===== src/rtl/game_pkg.sv =====
// Shared definitions for the frogger-style game controller: FSM state
// encoding, default game parameters and level-to-speed-tier mapping.
package game_pkg;

  typedef enum logic [2:0] {
    ST_IDLE = 3'd0,
    ST_PLAY = 3'd1,
    ST_HIT  = 3'd2,
    ST_WIN  = 3'd3,
    ST_OVER = 3'd4
  } state_t;

  localparam int DEF_LIVES      = 3;
  localparam int DEF_HIT_FRAMES = 30;
  localparam int DEF_WIN_FRAMES = 20;
  localparam int DEF_GOAL_ROW   = 0;
  localparam int DEF_MAX_LEVEL  = 99;

  // First level of each faster car-speed tier
  localparam logic [6:0] TIER1_LEVEL = 7'd10;
  localparam logic [6:0] TIER2_LEVEL = 7'd30;
  localparam logic [6:0] TIER3_LEVEL = 7'd60;

  function automatic logic [1:0] speed_tier(input logic [6:0] level);
    if (level >= TIER3_LEVEL)      speed_tier = 2'd3;
    else if (level >= TIER2_LEVEL) speed_tier = 2'd2;
    else if (level >= TIER1_LEVEL) speed_tier = 2'd1;
    else                           speed_tier = 2'd0;
  endfunction

endpackage


===== src/rtl/game_controller_if.sv =====
// Signal bundle between the renderer/input side and the game controller.
interface game_controller_if;
  logic       i_Frame_Start;
  logic       i_Collision;
  logic [3:0] i_Player_Y;
  logic       i_Start;
  logic       o_Player_Reset;
  logic [6:0] o_Level;
  logic [1:0] o_Lives;
  logic [2:0] o_State;
  logic       o_Freeze;
  logic [1:0] o_Speed_Tier;

  // Renderer / board side: drives game events, consumes game status
  modport master (
    output i_Frame_Start, i_Collision, i_Player_Y, i_Start,
    input  o_Player_Reset, o_Level, o_Lives, o_State, o_Freeze, o_Speed_Tier
  );

  // Controller side
  modport slave (
    input  i_Frame_Start, i_Collision, i_Player_Y, i_Start,
    output o_Player_Reset, o_Level, o_Lives, o_State, o_Freeze, o_Speed_Tier
  );
endinterface


===== src/rtl/frame_timer.sv =====
// 6-bit frame-counting timer: load a duration, count down on each frame
// pulse, and flag expiry on the frame pulse that brings it to zero.
module frame_timer (
  input  logic       i_Clk,
  input  logic       i_Reset_n,
  input  logic       load,
  input  logic [5:0] load_val,
  input  logic       frame_tick,
  output logic       expire,
  output logic [5:0] count
);

  // A load wins over a coincident frame pulse, so the frame that starts
  // a freeze is not counted as part of it.
  assign expire = frame_tick && !load && (count == 6'd1);

  // Countdown register; parks at zero once expired
  always_ff @(posedge i_Clk or negedge i_Reset_n) begin
    if (!i_Reset_n) begin
      count <= 6'd0;
    end else if (load) begin
      count <= load_val;
    end else if (frame_tick && (count != 6'd0)) begin
      count <= count - 6'd1;
    end
  end

endmodule


===== src/rtl/game_controller.sv =====
// Game flow controller: start/play/hit/win/game-over sequencing, lives and
// level bookkeeping, freeze control and car speed tier selection.
module game_controller
  import game_pkg::*;
#(
  parameter int LIVES      = DEF_LIVES,
  parameter int HIT_FRAMES = DEF_HIT_FRAMES,
  parameter int WIN_FRAMES = DEF_WIN_FRAMES,
  parameter int GOAL_ROW   = DEF_GOAL_ROW,
  parameter int MAX_LEVEL  = DEF_MAX_LEVEL
) (
  input  logic               i_Clk,
  input  logic               i_Reset_n,
  game_controller_if.slave   bus
);

  localparam logic [1:0] LIVES_INIT = 2'(LIVES);
  localparam logic [5:0] HIT_LOAD   = 6'(HIT_FRAMES);
  localparam logic [5:0] WIN_LOAD   = 6'(WIN_FRAMES);
  localparam logic [3:0] GOAL_Y     = 4'(GOAL_ROW);
  localparam logic [6:0] LEVEL_MAX  = 7'(MAX_LEVEL);

  state_t     state;
  logic [6:0] level;
  logic [1:0] lives;
  logic       freeze;
  logic       player_reset;
  logic [1:0] tier;
  logic       start_prev;
  logic       sticky_hit;
  logic       start_edge;
  logic       hit_now;
  logic       at_goal;
  logic       timer_load;
  logic [5:0] timer_val;
  logic       timer_expire;
  logic [5:0] timer_count;

  function automatic logic [1:0] lives_dec_sat(input logic [1:0] l);
    lives_dec_sat = (l == 2'd0) ? 2'd0 : l - 2'd1;
  endfunction

  function automatic logic [6:0] level_next(input logic [6:0] l);
    level_next = (l >= LEVEL_MAX) ? 7'd0 : l + 7'd1;
  endfunction

  assign start_edge = bus.i_Start && !start_prev;
  // A collision on the frame pulse itself still belongs to the ending frame
  assign hit_now    = sticky_hit || bus.i_Collision;
  assign at_goal    = (bus.i_Player_Y == GOAL_Y);

  // Freeze timer is armed on the frame pulse that leaves PLAY
  assign timer_load = (state == ST_PLAY) && bus.i_Frame_Start && (hit_now || at_goal);
  assign timer_val  = hit_now ? HIT_LOAD : WIN_LOAD;

  frame_timer u_frame_timer (
    .i_Clk      (i_Clk),
    .i_Reset_n  (i_Reset_n),
    .load       (timer_load),
    .load_val   (timer_val),
    .frame_tick (bus.i_Frame_Start),
    .expire     (timer_expire),
    .count      (timer_count)
  );

  // Start switch history for edge detection
  always_ff @(posedge i_Clk or negedge i_Reset_n) begin
    if (!i_Reset_n) start_prev <= 1'b0;
    else            start_prev <= bus.i_Start;
  end

  // Per-frame sticky collision flag, only armed while playing
  always_ff @(posedge i_Clk or negedge i_Reset_n) begin
    if (!i_Reset_n)                                   sticky_hit <= 1'b0;
    else if (bus.i_Frame_Start)                       sticky_hit <= 1'b0;
    else if (state == ST_PLAY && bus.i_Collision)     sticky_hit <= 1'b1;
  end

  // Game FSM with registered level, lives, freeze and player-reset pulse
  always_ff @(posedge i_Clk or negedge i_Reset_n) begin
    if (!i_Reset_n) begin
      state        <= ST_IDLE;
      level        <= 7'd0;
      lives        <= LIVES_INIT;
      freeze       <= 1'b1;
      player_reset <= 1'b0;
    end else begin
      player_reset <= 1'b0;
      case (state)
        ST_IDLE, ST_OVER: begin
          if (start_edge) begin
            state        <= ST_PLAY;
            level        <= 7'd0;
            lives        <= LIVES_INIT;
            freeze       <= 1'b0;
            player_reset <= 1'b1;
          end
        end
        ST_PLAY: begin
          if (bus.i_Frame_Start) begin
            if (hit_now) begin
              state  <= ST_HIT;
              lives  <= lives_dec_sat(lives);
              freeze <= 1'b1;
            end else if (at_goal) begin
              state  <= ST_WIN;
              level  <= level_next(level);
              freeze <= 1'b1;
            end
          end
        end
        ST_HIT: begin
          if (timer_expire) begin
            if (lives == 2'd0) begin
              state <= ST_OVER;
            end else begin
              state        <= ST_PLAY;
              freeze       <= 1'b0;
              player_reset <= 1'b1;
            end
          end
        end
        ST_WIN: begin
          if (timer_expire) begin
            state        <= ST_PLAY;
            freeze       <= 1'b0;
            player_reset <= 1'b1;
          end
        end
        default: begin
          state  <= ST_IDLE;
          freeze <= 1'b1;
        end
      endcase
    end
  end

  // Speed tier follows the registered level one cycle later
  always_ff @(posedge i_Clk or negedge i_Reset_n) begin
    if (!i_Reset_n) tier <= 2'd0;
    else            tier <= speed_tier(level);
  end

  assign bus.o_State        = state;
  assign bus.o_Level        = level;
  assign bus.o_Lives        = lives;
  assign bus.o_Freeze       = freeze;
  assign bus.o_Player_Reset = player_reset;
  assign bus.o_Speed_Tier   = tier;

endmodule

===== src/flat_wrapper.sv =====
// flat-port wrapper written by rule: the top's interface ports become plain ports
module game_controller_flat import game_pkg::*;
#(
  parameter int LIVES      = DEF_LIVES,
  parameter int HIT_FRAMES = DEF_HIT_FRAMES,
  parameter int WIN_FRAMES = DEF_WIN_FRAMES,
  parameter int GOAL_ROW   = DEF_GOAL_ROW,
  parameter int MAX_LEVEL  = DEF_MAX_LEVEL
)
  (i_Clk, i_Reset_n, bus_i_Frame_Start, bus_i_Collision, bus_i_Player_Y, bus_i_Start, bus_o_Player_Reset, bus_o_Level, bus_o_Lives, bus_o_State, bus_o_Freeze, bus_o_Speed_Tier);
  game_controller_if bus_i ();
  input  logic i_Clk;
  input  logic i_Reset_n;
  input wire logic [$bits(bus_i.i_Frame_Start)-1:0] bus_i_Frame_Start;
  input wire logic [$bits(bus_i.i_Collision)-1:0] bus_i_Collision;
  input wire logic [$bits(bus_i.i_Player_Y)-1:0] bus_i_Player_Y;
  input wire logic [$bits(bus_i.i_Start)-1:0] bus_i_Start;
  output wire logic [$bits(bus_i.o_Player_Reset)-1:0] bus_o_Player_Reset;
  output wire logic [$bits(bus_i.o_Level)-1:0] bus_o_Level;
  output wire logic [$bits(bus_i.o_Lives)-1:0] bus_o_Lives;
  output wire logic [$bits(bus_i.o_State)-1:0] bus_o_State;
  output wire logic [$bits(bus_i.o_Freeze)-1:0] bus_o_Freeze;
  output wire logic [$bits(bus_i.o_Speed_Tier)-1:0] bus_o_Speed_Tier;
  assign bus_i.i_Frame_Start = bus_i_Frame_Start;
  assign bus_i.i_Collision = bus_i_Collision;
  assign bus_i.i_Player_Y = bus_i_Player_Y;
  assign bus_i.i_Start = bus_i_Start;
  assign bus_o_Player_Reset = bus_i.o_Player_Reset;
  assign bus_o_Level = bus_i.o_Level;
  assign bus_o_Lives = bus_i.o_Lives;
  assign bus_o_State = bus_i.o_State;
  assign bus_o_Freeze = bus_i.o_Freeze;
  assign bus_o_Speed_Tier = bus_i.o_Speed_Tier;
  game_controller #(.LIVES(LIVES), .HIT_FRAMES(HIT_FRAMES), .WIN_FRAMES(WIN_FRAMES), .GOAL_ROW(GOAL_ROW), .MAX_LEVEL(MAX_LEVEL)) u_core (.i_Clk(i_Clk), .i_Reset_n(i_Reset_n), .bus(bus_i));
endmodule

===== config.mk =====
export PLATFORM = sky130hd
export DESIGN_NAME = game_controller_flat
export DESIGN_NICKNAME = d
export VERILOG_FILES = /design/src/rtl/game_pkg.sv /design/src/rtl/game_controller_if.sv /design/src/rtl/frame_timer.sv /design/src/rtl/game_controller.sv /design/src/flat_wrapper.sv
export SDC_FILE = /design/constraint.sdc
export NUM_CORES = 1
export LEC_CHECK = 0
export CAP_MARGIN = 20
export CORE_ASPECT_RATIO = 1.4
export CORE_UTILIZATION = 45
export CTS_CLUSTER_SIZE = 25
export DETAILED_ROUTE_END_ITERATION = 16
export DONT_BUFFER_PORTS = 1
export GPL_ROUTABILITY_DRIVEN = 0
export HOLD_SLACK_MARGIN = 0.08
export PLACE_DENSITY_LB_ADDON = 0.12
export SETUP_SLACK_MARGIN = 0.5
export SLEW_MARGIN = 20
export SYNTH_ARGS = -nofsm -noshare
export SYNTH_HDL_FRONTEND = slang
export SYNTH_SLANG_ARGS = --single-unit

===== constraint.sdc =====
create_clock -name i_Clk -period 1.6 [get_ports i_Clk]
set_input_delay 0.16 -clock i_Clk [delete_from_list [all_inputs] [get_ports i_Clk]]
set_output_delay 0.16 -clock i_Clk [all_outputs]
set_load 0.01 [all_outputs]

Word level (Yosys, flattened, before mapping)
Index checks and enable logic that the tools add are counted.

storage, ports and cells
  flip-flop bits (word level) = 24
  output and inout port bits = 16
  logic and storage cells = 93

cells by class
  add/sub/neg operators = 3
  magnitude comparators = 4
  eq/ne operators = 14
  mux-type cells = 40
  reductions and logical operators = 23

operators with widths
  cell                                                   number
  2-to-1 mux 7 bit                                       5
  2-to-1 mux 3 bit                                       7
  2-to-1 mux 1 bit                                       14
  case mux 7 bit (2 select lines)                        1
  2-to-1 mux 2 bit                                       6
  2-to-1 mux 6 bit                                       2
  case mux 3 bit (4 select lines)                        1
  inequality test 2 x 1 -> 1 bit, second input constant  5
  AND reduction 5 bit                                    2
  adder 7 x 1 -> 7 bit, second input constant            1
  >= comparator 7 x 4 -> 1 bit, second input constant    1
  >= comparator 7 x 5 -> 1 bit, second input constant    1
  >= comparator 7 x 6 -> 1 bit, second input constant    1
  >= comparator 7 bit, second input constant             1
  logical AND 1 bit                                      7
  == test 3 x 2 -> 1 bit, second input constant          2
  == test 6 x 1 -> 1 bit, second input constant          1
  inequality test 2 bit, second input constant           3
  AND reduction 6 bit                                    1
  nonzero test 2 bit                                     3
  nonzero test 6 bit                                     1
  subtractor 6 x 1 -> 6 bit, second input constant       1
  zero test 4 bit                                        1
  2-to-1 mux 4 bit                                       1
  other kinds (13)                                       15

Logic depth before layout (Yosys ltp)
Gate-level depths: netlist (run 1).

  depth in word-level cells = 8
  mapped depth = 6
  depth with buffers taken out = 6

By module
Synthesis (run 1) repeated with hierarchy kept, for this count alone.

second synthesis, totals
  cells, all modules = 155
  area total of the unflattened synthesis = 1470.2 µm²

modules (own cells, without submodules)
  module           instances  cells an instance  area each (µm²)  sequential area each (µm²)
  game_controller  1          114                1064.8           454.2
  frame_timer      1          41                 405.4            150.1

Least setup slack after synthesis (run 1)
OpenSTA, ideal clock, no wires.

  path kind = register -> register
  start point = reg u_core.state[1], in the netlist u_core.bus.o_State[1]
  end point = reg u_core.state[0], in the netlist u_core.bus.o_State[0]
  library setup time = 0.125 ns
  data arrival time = 1.615 ns
  required time = 1.475 ns
  setup slack = -0.140 ns
  cell stages (with the launch flop) = 7
  clock period less this slack = 1.740 ns
  path through = dfrtp_1 buf_6 nand2b_4 or2_4 o32ai_4 nor2_2 mux2_4

on the way
  longest elaborated chain between the ends = 8
  elaborated cells between the ends (all ways) = 18
  classes of those cells = eq/ne (9); mux (1); reduce/logical (8)

ends and longest elaborated chain
  what                                      line                                          source
  from (decl)                               game_controller.sv:23                         state_t state;
  from (signal assigned)                    game_controller.sv:82                         state <= ST_IDLE;
  from (signal assigned)                    game_controller.sv:92                         state <= ST_PLAY;
  from (signal assigned)                    game_controller.sv:102                        state <= ST_HIT;
  == test 3 x 1 -> 1 bit                    game_controller.sv:53, game_controller.sv:89
  logical AND 1 bit (2 in a row)            game_controller.sv:53                         assign timer_load = (state == ST_PLAY) && bus.i_Frame_Start && (hit_now || at_goal);
  zero test 1 bit                           frame_timer.sv:15                             assign expire = frame_tick && !load && (count == 6'd1);
  logical AND 1 bit (2 in a row)            frame_timer.sv:15
  inequality test 2 x 1 -> 1 bit (no line)  n/a
  AND reduction 5 bit (no line)             n/a

Parallel ways exist; a longest one is shown, timed or not.
A chain may end at the register's enable or synchronous reset.

Final worst setup path (run 1)
  start point = reg u_core.level[0], in the netlist u_core.bus.o_Level[0]
  end point = reg u_core.level[3], in the netlist u_core.bus.o_Level[3]

on the way
  longest elaborated chain between the ends = 6
  elaborated cells between the ends (all ways) = 7
  classes of those cells = add/sub (1); order compare (1); mux (5)

ends and longest elaborated chain
  what                                                                line                    source
  from (decl)                                                         game_controller.sv:24   logic [6:0] level;
  from (signal assigned)                                              game_controller.sv:107  level <= level_next(level);
  adder 7 x 1 -> 7 bit / >= comparator 7 bit (equally long branches)  game_controller.sv:44   level_next = (l >= LEVEL_MAX) ? 7'd0 : l + 7'd1;
  2-to-1 mux 7 bit (*)                                                game_controller.sv:44
  2-to-1 mux 7 bit (*)                                                game_controller.sv:105  end else if (at_goal) begin
  2-to-1 mux 7 bit (*)                                                game_controller.sv:101  if (hit_now) begin
  2-to-1 mux 7 bit (*)                                                game_controller.sv:100  if (bus.i_Frame_Start) begin
  case mux 7 bit (2 select lines) (*)                                 game_controller.sv:89   case (state)

Mark *: on every way between the ends. The rest lies on a longest branch, timed or not. The select of a mux whose other input is x is not followed.

==> results of run 1 <==
final cells by class:
cell class              instances  area, um2
repair buffers                 56        513
well taps                      37       46.3
inverters                       4       15.0
clock buffers                   4       45.0
fillers                       179        641
multi-input cells             110       1040
flip-flops and latches         24        611
per-layer routing:
metal,wire length [um],part of all wire [%],vias up,global-route usage (%)
li1,-,-,622,-
met2,2400,53,59,45.7
met1,1790,40,679,30.0
met5,0,0,-,0
met4,158,3.5,0,18.8
met3,183,4.0,14,3.56
repair_timing:
action,CTS,global route
endpoints found under the hold margin,26,2
hold buffers,5,1
setup endpoints to repair,24,26
setup buffers,14,9
resized for setup,31,29
pin swaps,19,16
kinds of logic (layout without fill, tap and decap cells):
| family | Yosys count | count (layout) |
|---|---|---|
| flops | 24 | 24 |
| simple gates | 61 | 61 |
| compound gates | 38 | 38 |
| fa+ha+maj | 5 | 5 |
| mux | 3 | 3 |
| xor+xnor | 3 | 3 |
| buf+inv | 8 | 64 |
worst register-to-register path: stages, from the launching register on:
cell and delay (ns):
dfrtp_2 0.44, ha_4 0.18, nor4_4 0.19, a21oi_2 0.14
buf_4 0.15, buf_4 0.13, o21ai_1 0.20, a22o_1 0.17
worst paths after layout:
path | from | end | slack [ns] | cells after the start
worst min register to register | u_core.bus.o_Lives[1] | u_core.bus.o_Lives[0] | 0.53 | 2
min in group asynchronous | i_Reset_n | u_core.bus.o_Level[3] | 0.31 | 2
worst min-delay path | bus_i_Frame_Start | u_core.u_frame_timer.count[3] | 0.11 | 3
worst max-delay path | u_core.bus.o_Level[0] | u_core.bus.o_Level[3] | -0.06 | 7
worst max register to register | u_core.bus.o_Level[0] | u_core.bus.o_Level[3] | -0.06 | 7
max in group asynchronous | i_Reset_n | u_core.bus.o_Lives[0] | 1.06 | 2
synthesized netlist by cell type (2+ instances only):
library cell  instances  area [um2]
nand3_1               7        35.0
and3_1                4        25.0
o21ai_0               3        15.0
dfstp_2               3        78.8
xor2_1                2        17.5
a21oi_1              10        50.1
nand2b_1              3        18.8
o31ai_1               2        15.0
nor4_1                2        12.5
a22o_1                3        26.3
o21ai_1               4        20.0
or3_1                 2        12.5
a211o_1               2        17.5
dfrtp_1              21         526
inv_1                 4        15.0
nor2_1               16        60.1
ha_1                  5        62.6
nand2_1              13        48.8
nor2_2                2        12.5
nor3_1                3        15.0
or2_1                 2        12.5
registers in the layout, indices dropped and copies added (netlist names):
register and count:
u_core.bus.o_Freeze 1, u_core.bus.o_Level 7, u_core.bus.o_Lives 2, u_core.bus.o_Player_Reset 1
u_core.bus.o_Speed_Tier 2, u_core.bus.o_State 3, u_core.start_prev 1, u_core.sticky_hit 1
u_core.u_frame_timer.count 6
stage by stage:
| step | utilization [%] | power [uW] | setup TNS [ns] | cells | setup WS, ns |
|---|---|---|---|---|---|
| floorplan | - | 2000 | -0.144 | 142 | -0.0608 |
| finish | 78.0 | 3730 | -0.0942 | 235 | -0.0596 |
| detailed placement | 58.5 | 2480 | -0.187 | 202 | -0.0597 |
| global placement | 58.5 | 2440 | -0.00173 | 202 | -0.00173 |
| CTS | 70.6 | 3230 | 0 | 225 | 0.0289 |
| global route | 78.0 | 3950 | -0.404 | 235 | -0.103 |
power groups by stage:
stage	logic (uW)	clock network, uW	registers, uW
2_1_floorplan	913	0	1090
3_3_place_gp	1370	0	1070
3_5_place_dp	1400	0	1080
4_1_cts	1770	389	1080
5_1_grt	2420	411	1120
6_report	2250	388	1100
==> metrics.yaml, run 1 <==
outcome: "finished with violations"
violations: "negative setup slack"
finalSetupViolCount: 4
synth_compound_area_share_pct: 20.4
grt_pass1_wl_um: 6530
synth_top_family_by_area: "simple AND/OR/NAND/NOR gates"
cp.required_ns: 1.81
critPathSlowestCell: "dfrtp_2"
h-tree-depth: 1
p_per_area_mw_per_mm2: 1650
p_switching_uw: 1520
netlist_area_mm2: 0.00139
fin_skew_ns: 0.00157
clkLatencyLatePin_ns: 0.27
synth-xor-area-share_pct: 1.89
root_buffer: "clkbuf_8"
ys_seq_area_share_pct: 43.4
synthMuxAreaShare_pct: 2.61
antenna_found_initial: 0
start_util_pct: 47.9
seqPwrFrac_pct: 29.3
synthFlopType: "dfrtp_1"
finalCritPeriodShare_pct: 104
cts_made_buffers: 3
comb_power_share_pct: 60.3
min_period_ns: 1.66
clock_power_share_pct: 10.4
num_vias: 1374
syn_avg_cell_area_um2: 9.81
rsz0062_at_grt: "true"
maxClockFrequency_mhz: 603
crit_chain: "ha_4, nor4_4, a21oi_2, buf_4, buf_4, o21ai_1, a22o_1"
area_delta_synth_final_pct: 62.7
detailed_place.area_mm2: 0.00170
worst_slew_pin_slew_ns: 0.523
cp_top_family: "compound AO/OA/AOI/OAI gates"
synthArstFlopShare_pct: 100
critical_path_buf_inv_count: 2
cp_data_arrival_time_ns: 1.87
ys_warn_count: 0
dr.pass1.iters: 5
die_w_um: 49.0
cts_tree: "yes"
wire_per_inst_um: 19.3
synth-edff-count: 0
layout_commonest_cell: "buf_4"
drc: 0
drive_gt1_share_pct: 56.6
nets: 213
io_pins: 25
vias_per_cell: 5.85
hold_path.class: "in -> reg"
drv_cap: 0
yosysUniqueCellTypes: 50
numPortBuffers: 0
grt_max_degree: 25
path_class: "reg -> reg"
critPathMaxStageDelay_ns: 0.44
slew_violations: 0
grt.overflow.total: 0
die_h_um: 67.8
num_rows: 23
drtIter0Drc: 18
fin_ws_ns: -0.0596
dieArea_mm2: 0.00332
synth_adder_area_share_pct: 4.49
wl_um: 4530
cts_max_path_buffers: 2
diodes: 0
p_leak_uw: 0.00100
hold_viol: 0
synthSimpleGateAreaFrac_pct: 24.2
internal_power_uw: 2220
synth.ff_latch_count: 24
synth_cells: 142
p_sw_share_pct: 40.7
path_common_cell: "buf_4"
slew_headroom_pct: 64.9
cp-end-kind: "register"
drtAntennaViolNets: 0
crit_fanout: 2
grt_pass1_vias: 1417
core_mm2: 0.00291
final_cell_mix: "buf_4, buf_6, dfrtp_1"
clk_pin_slew_ns: 0.09
fin_hold_ws_ns: 0.113
peakVddDrop_uv: 873
dp_hpwl_um: 2510
cts_num_sinks: 24
syn-num-nets: 156
track_usage_pct: 26.2
start_kind: "register"
fin_area_mm2: 0.00227
Note: power is estimated with default switching activity, not from simulation.
==> run 2: changes to the inputs <==
- CAP_MARGIN: 20 -> 15
- CELL_PAD_IN_SITES_DETAIL_PLACEMENT: default -> 1
- CELL_PAD_IN_SITES_GLOBAL_PLACEMENT: default -> 1
- CORE_UTILIZATION: 45 -> 43
==> metrics.yaml, run 2 (synthesis gave the netlist of run 1 again) <==
violations: "negative setup slack"
die_w_um: 50.1  # +2.2%
largest_reg_flops: 7  # unchanged
p_leak_uw: 0.000911  # -9.0%
layout.cells.non_filler: 223  # -5.1%
finalSetupViolCount: 8  # +4
wl_um: 5160  # +14%
cts_made_buffers: 3  # unchanged
min_period_ns: 1.67  # +0.0118 ns
drtAntennaViolNets: 0  # unchanged
area_delta_synth_final_pct: 48.3
p_per_area_mw_per_mm2: 1730  # +5.0%
grt.overflow.total: 0  # unchanged
vias_per_cell: 5.93  # +1.4%
die_h_um: 69.3  # +2.2%
layout_commonest_cell: "buf_4"
cts_tree: "yes"
drc: 0  # unchanged
wl_met3_um: 149  # -19%
antenna_found_initial: 0  # unchanged
cp_data_arrival_time_ns: 1.89  # +0.02 ns
cts_max_path_buffers: 2  # unchanged
diodes: 0  # unchanged
met2_length_um: 3030  # +26%
grt_pass1_vias: 1448  # +2.2%
pre_cts_ws_ns: -0.111  # -0.0511 ns
peakVddDrop_uv: 1090  # +25%
numPortBuffers: 0  # unchanged
grt_pass1_wl_um: 7380  # +13%
cp-end-kind: "register"
m1WireLength_um: 1930  # +7.5%
hold_path.class: "in -> reg"
drive_gt1_share_pct: 50.0  # -6.6 points
cp.required_ns: 1.82  # about the same
dp_cells: 205  # +1.5%
finalCritPeriodShare_pct: 104  # +0.74 points
dp_hpwl_um: 3000  # +19%
start_util_pct: 45.0  # -2.9 points
clk_pin_slew_ns: 0.09  # about the same
rsz0062_at_grt: "true"
drtIter0Drc: 25  # +7
track_usage_pct: 28.8  # +2.5 points
final_cell_mix: "buf_4, dfrtp_1, nor2_1"
cts_num_sinks: 24  # unchanged
num_vias: 1322  # -3.8%
dr.pass1.iters: 4  # -1
power_uw: 3580  # -4.3%
slew_headroom_pct: 64.2  # -0.69 points
h-tree-depth: 1  # unchanged
dieArea_mm2: 0.00347  # +4.5%
core_mm2: 0.00309  # +6.4%
root_buffer: "clkbuf_8"
wire_per_inst_um: 23.1  # +20%
crit_fanout: 4  # +2
clkLatencyLatePin_ns: 0.28  # about the same
num_rows: 24  # +4.3%
worst_slew_pin_slew_ns: 0.535  # +0.0120 ns
grt_max_degree: 25  # unchanged
start_kind: "register"
drv_cap: 0  # unchanged
slew_violations: 0  # unchanged
fin_skew_ns: 0.00420  # +0.00264 ns
outcome: "finished with violations"
nets: 199  # -6.6%
io_pins: 25  # unchanged
top_layer_used: "met4"
fin_ws_ns: -0.0714  # -0.0118 ns
maxClockFrequency_mhz: 598  # -0.71%
hold_viol: 0  # unchanged
path_class: "reg -> reg"
run 2: changes by cell type in the layout (fill, tap and decap cells not counted), moves of 2 or more:
cell	delta
a21oi_2	+2
buf_6	-8
buf_4	-5
o31ai_2	+2
run 2: where the power goes:
part | switching (uW) | internal (uW)
Sequential | 266 | 829
Combinational | 1020 | 1010
Clock | 230 | 221
Total | 1510 | 2060
run 2: worst max-delay path, stage by stage (launching register included):
cell	delay [ns]
dfrtp_2	0.47
ha_4	0.18
nor4_4	0.21
a21oi_2	0.13
or2b_4	0.29
nor2_4	0.15
a22o_1	0.18
run 2: stage by stage:
step           cell area (um2)  utilization [%]  hold slack [ns]  TNS (ns)
2_1_floorplan             1490                -           -0.136    -0.144
3_3_place_gp              1710             55.3           -0.135    -0.316
3_5_place_dp              1710             55.3           -0.135    -0.415
4_1_cts                   1980             64.0            0.111         0
5_1_grt                   2070             66.8            0.114    -0.769
6_report                  2070             66.8            0.108    -0.329
run 2: final timing paths:
kind	startpoint	to	slack (ns)	depth (start not counted)
worst max-delay path	u_core.bus.o_Level[1]	u_core.bus.o_Level[4]	-0.07	6
worst min-delay path	bus_i_Frame_Start	u_core.u_frame_timer.count[1]	0.11	2
worst max register to register	u_core.bus.o_Level[1]	u_core.bus.o_Level[4]	-0.07	6
worst min register to register	u_core.bus.o_Lives[1]	u_core.bus.o_Lives[1]	0.52	2
max in group asynchronous	i_Reset_n	u_core.bus.o_Freeze	1.05	2
min in group asynchronous	i_Reset_n	u_core.bus.o_State[2]	0.33	2
run 2: final cells by class:
cell class	instances	area, um2
fillers	325	1030
well taps	39	48.8
multi-input cells	110	962
inverters	4	15.0
repair buffers	42	375
flip-flops and latches	24	609
clock buffers	4	55.1
run 2: repair_timing:
action,CTS,global route
gates resized for setup,21,16
endpoints found under the hold margin,26,0
hold buffers,5,0
pin swaps,10,11
gates cloned,0,0
setup endpoints to repair,24,27
buffers inserted,6,3
run 2: layer usage:
layer | GRT usage [%] | vias up
met5 | 0 | -
met4 | 4.76 | 0
met3 | 5.04 | 8
met2 | 54.8 | 26
met1 | 32.3 | 691
li1 | - | 597
==> run 3: changes to the inputs <==
- CORE_UTILIZATION: 43 -> 45
- GPL_TIMING_DRIVEN: default -> 0
- SYNTH_HIERARCHICAL: default -> 1
- clock period: 1.6 -> 2.13 ns (I/O delays scaled with it)
==> metrics.yaml, run 3 <==
cp.required_ns: 2.29  # +0.47 ns
cts_num_sinks: 24  # unchanged
finalCritPeriodShare_pct: 107  # +2.6 points
drv_cap: 0  # unchanged
vias_per_cell: 6.15  # +3.7%
clkLatencyLatePin_ns: 0.27  # about the same
num_rows: 24  # unchanged
synth-edff-count: 0  # unchanged
violations: "negative setup slack"
diodes: 0  # unchanged
num_vias: 1371  # +3.7%
nFillCells: 363  # +12%
wire_per_inst_um: 21.4  # -7.5%
multi_input_area_um2: 890  # -7.5%
post-synth-top-count-cell: "dfrtp_1"
drtAntennaViolNets: 0  # unchanged
synth_commonest_cells: "dfrtp_1, nor2_1, inv_1"
critPathMaxStageDelay_ns: 0.49  # +0.02 ns
netlist_area_mm2: 0.00147  # +5.6%
drtIter0Drc: 25  # unchanged
peakVddDrop_uv: 679  # -38%
cp-end-kind: "register"
syn_avg_cell_area_um2: 9.48  # -3.3%
cts_made_buffers: 3  # unchanged
synth_cells: 155  # +9.2%
hold_path.class: "in -> reg"
slew_headroom_pct: 50.4  # -14 points
rsz0062_at_grt: "true"
h-tree-depth: 1  # unchanged
crit_chain: "nor3b_4, nand2_2, a21oi_4, or4_4, nor3_4, buf_4, buf_6, mux2i_1, a22o_1, a21o_1"
largest_reg_flops: 7  # unchanged
maxClockFrequency_mhz: 438  # -27%
cts_max_path_buffers: 2  # unchanged
synth_area_leaders: "dfrtp_1, dfstp_2, ha_1"
start_util_pct: 47.1  # +2.1 points
yosysUniqueCellTypes: 55  # +10%
dr.pass1.iters: 4  # unchanged
crit_fanout: 8  # +4
core_mm2: 0.00312  # +0.97%
drive_gt1_share_pct: 28.8  # -21 points
seq_area_um2: 608  # -0.21%
final.setup.tns_ns: -0.425  # -0.0958 ns
p_leak_uw: 0.000795  # -13%
synthFlopType: "dfrtp_1"
area_delta_synth_final_pct: 27.9
yosys.area.top_type_share_pct: 35.7  # -2.0 points
wl_um: 4780  # -7.5%
dieArea_mm2: 0.00350  # +0.85%
dp_hpwl_um: 2760  # -7.9%
min_period_ns: 2.28  # +0.610 ns
hold_viol: 0  # unchanged
layout_commonest_cell: "dfrtp_1"
fin_util_pct: 60.2  # -6.6 points
die_h_um: 69.6  # +0.43%
fin_hold_ws_ns: 0.0921  # -0.0155 ns
p_per_area_mw_per_mm2: 1210  # -30%
grt_pass1_wl_um: 6970  # -5.6%
io_pins: 25  # unchanged
cts_tree: "yes"
nets: 199  # unchanged
fin_skew_ns: 0.00844  # +0.00423 ns
start_kind: "register"
root_buffer: "clkbuf_8"
path_class: "reg -> reg"
track_usage_pct: 26.9  # -1.9 points
die_w_um: 50.3  # +0.42%
drc: 0  # unchanged
detailed_place.area_mm2: 0.00158  # -7.5%
grt_max_degree: 25  # unchanged
slew_violations: 0  # unchanged
finalSetupViolCount: 5  # -3
synthArstFlopShare_pct: 100  # unchanged
synth.ff_latch_count: 24  # unchanged
clk_pin_slew_ns: 0.09  # about the same
final_cell_mix: "dfrtp_1, buf_4, inv_1, nor2_1, o21ai_1"
fin_ws_ns: -0.151  # -0.0796 ns
antenna_found_initial: 0  # unchanged
cp_data_arrival_time_ns: 2.44  # +0.55 ns
critPathSlowestCell: "dfrtp_2"
worst_slew_pin_slew_ns: 0.737  # +0.202 ns
outcome: "finished with violations"
numPortBuffers: 0  # unchanged
grt.overflow.total: 0  # unchanged
ys_seq_area_share_pct: 41.1  # -2.3 points
fin_area_mm2: 0.00188  # -9.0%
grt_pass1_vias: 1462  # +0.97%
ys_warn_count: 6  # +6
synth.largest_area_cell: "dfrtp_1"
[run 3: path summary, 6_finish.rpt]
| check | from | endpoint | slack (ns) | depth (start not counted) |
|---|---|---|---|---|
| max in group asynchronous | i_Reset_n | u_core/bus.o_Freeze | 1.53 | 2 |
| min in group asynchronous | i_Reset_n | u_core/u_frame_timer/count[2] | 0.36 | 2 |
| worst max register to register | u_core/bus.o_State[0] | u_core/bus.o_State[0] | -0.15 | 10 |
| worst min register to register | u_core/bus.o_Lives[1] | u_core/bus.o_Lives[1] | 0.58 | 2 |
| worst max-delay path | u_core/bus.o_State[0] | u_core/bus.o_State[0] | -0.15 | 10 |
| worst min-delay path | bus_i_Collision | u_core/sticky_hit | 0.09 | 2 |
[run 3: per-layer routing]
layer	GRT usage, %	part of all wire (%)	up-vias	wire length (um)
li1	-	-	630	-
met1	29.0	37	688	1780
met2	49.3	56	35	2660
met3	3.07	3.0	18	141
met4	13.9	4.1	0	197
met5	0	0	-	0
[run 3: timing repair]
| item | CTS | global route |
|---|---|---|
| hold buffers | 4 | 0 |
| pin swaps | 13 | 6 |
| setup endpoints to repair | 18 | 19 |
| gates resized for setup | 10 | 4 |
| buffers inserted | 12 | 7 |
| hold endpoints to repair | 26 | 0 |
[run 3: worst max-delay path, delay by kind of cell, from the launching register on]
family / cells / cell delay [ns]
mux: 1 / 0.08
buf+inv: 2 / 0.24
simple gates: 4 / 0.94
flops: 1 / 0.49
compound gates: 3 / 0.44
[run 3: stage by stage]
stage,instances,setup slack [ns],total power [uW]
6_report,223,-0.151,2280
5_1_grt,223,-0.187,2410
4_1_cts,216,-0.106,2130
3_5_place_dp,196,-0.287,1650
3_3_place_gp,196,-0.263,1590
2_1_floorplan,157,-0.0728,1450
[run 3: power breakdown]
group	total, uW	internal, uW	switching, uW
registers	864	621	243
logic	1090	518	577
clock network	319	165	153
total	2280	1300	973
[run 3: logic make-up (layout without fill, tap and decap cells)]
family                   after synthesis  count (layout)  share of synthesized area [%]
flip-flops                            24              24                           41.1
XOR/XNOR                               1               1                          0.596
buffers and inverters                 15              42                           4.42
other                                  2               4                          0.511
AND/OR/NAND/NOR                       57              57                           24.4
adder cells (fa/ha/maj)                5               5                           4.26
multiplexers                           2               2                           1.45
AO/OA/AOI/OAI                         49              49                           23.2
[run 3: cell type report]
| cell class | instances | area share (%) |
|---|---|---|
| Sequential cell | 24 | 32.3 |
| Inverter | 12 | 2.40 |
| Clock buffer | 4 | 2.93 |
| Multi-Input combinational cell | 118 | 47.3 |
| Timing Repair Buffer | 23 | 11.0 |
| Tap cell | 39 | 2.59 |
| Buffer | 3 | 1.40 |
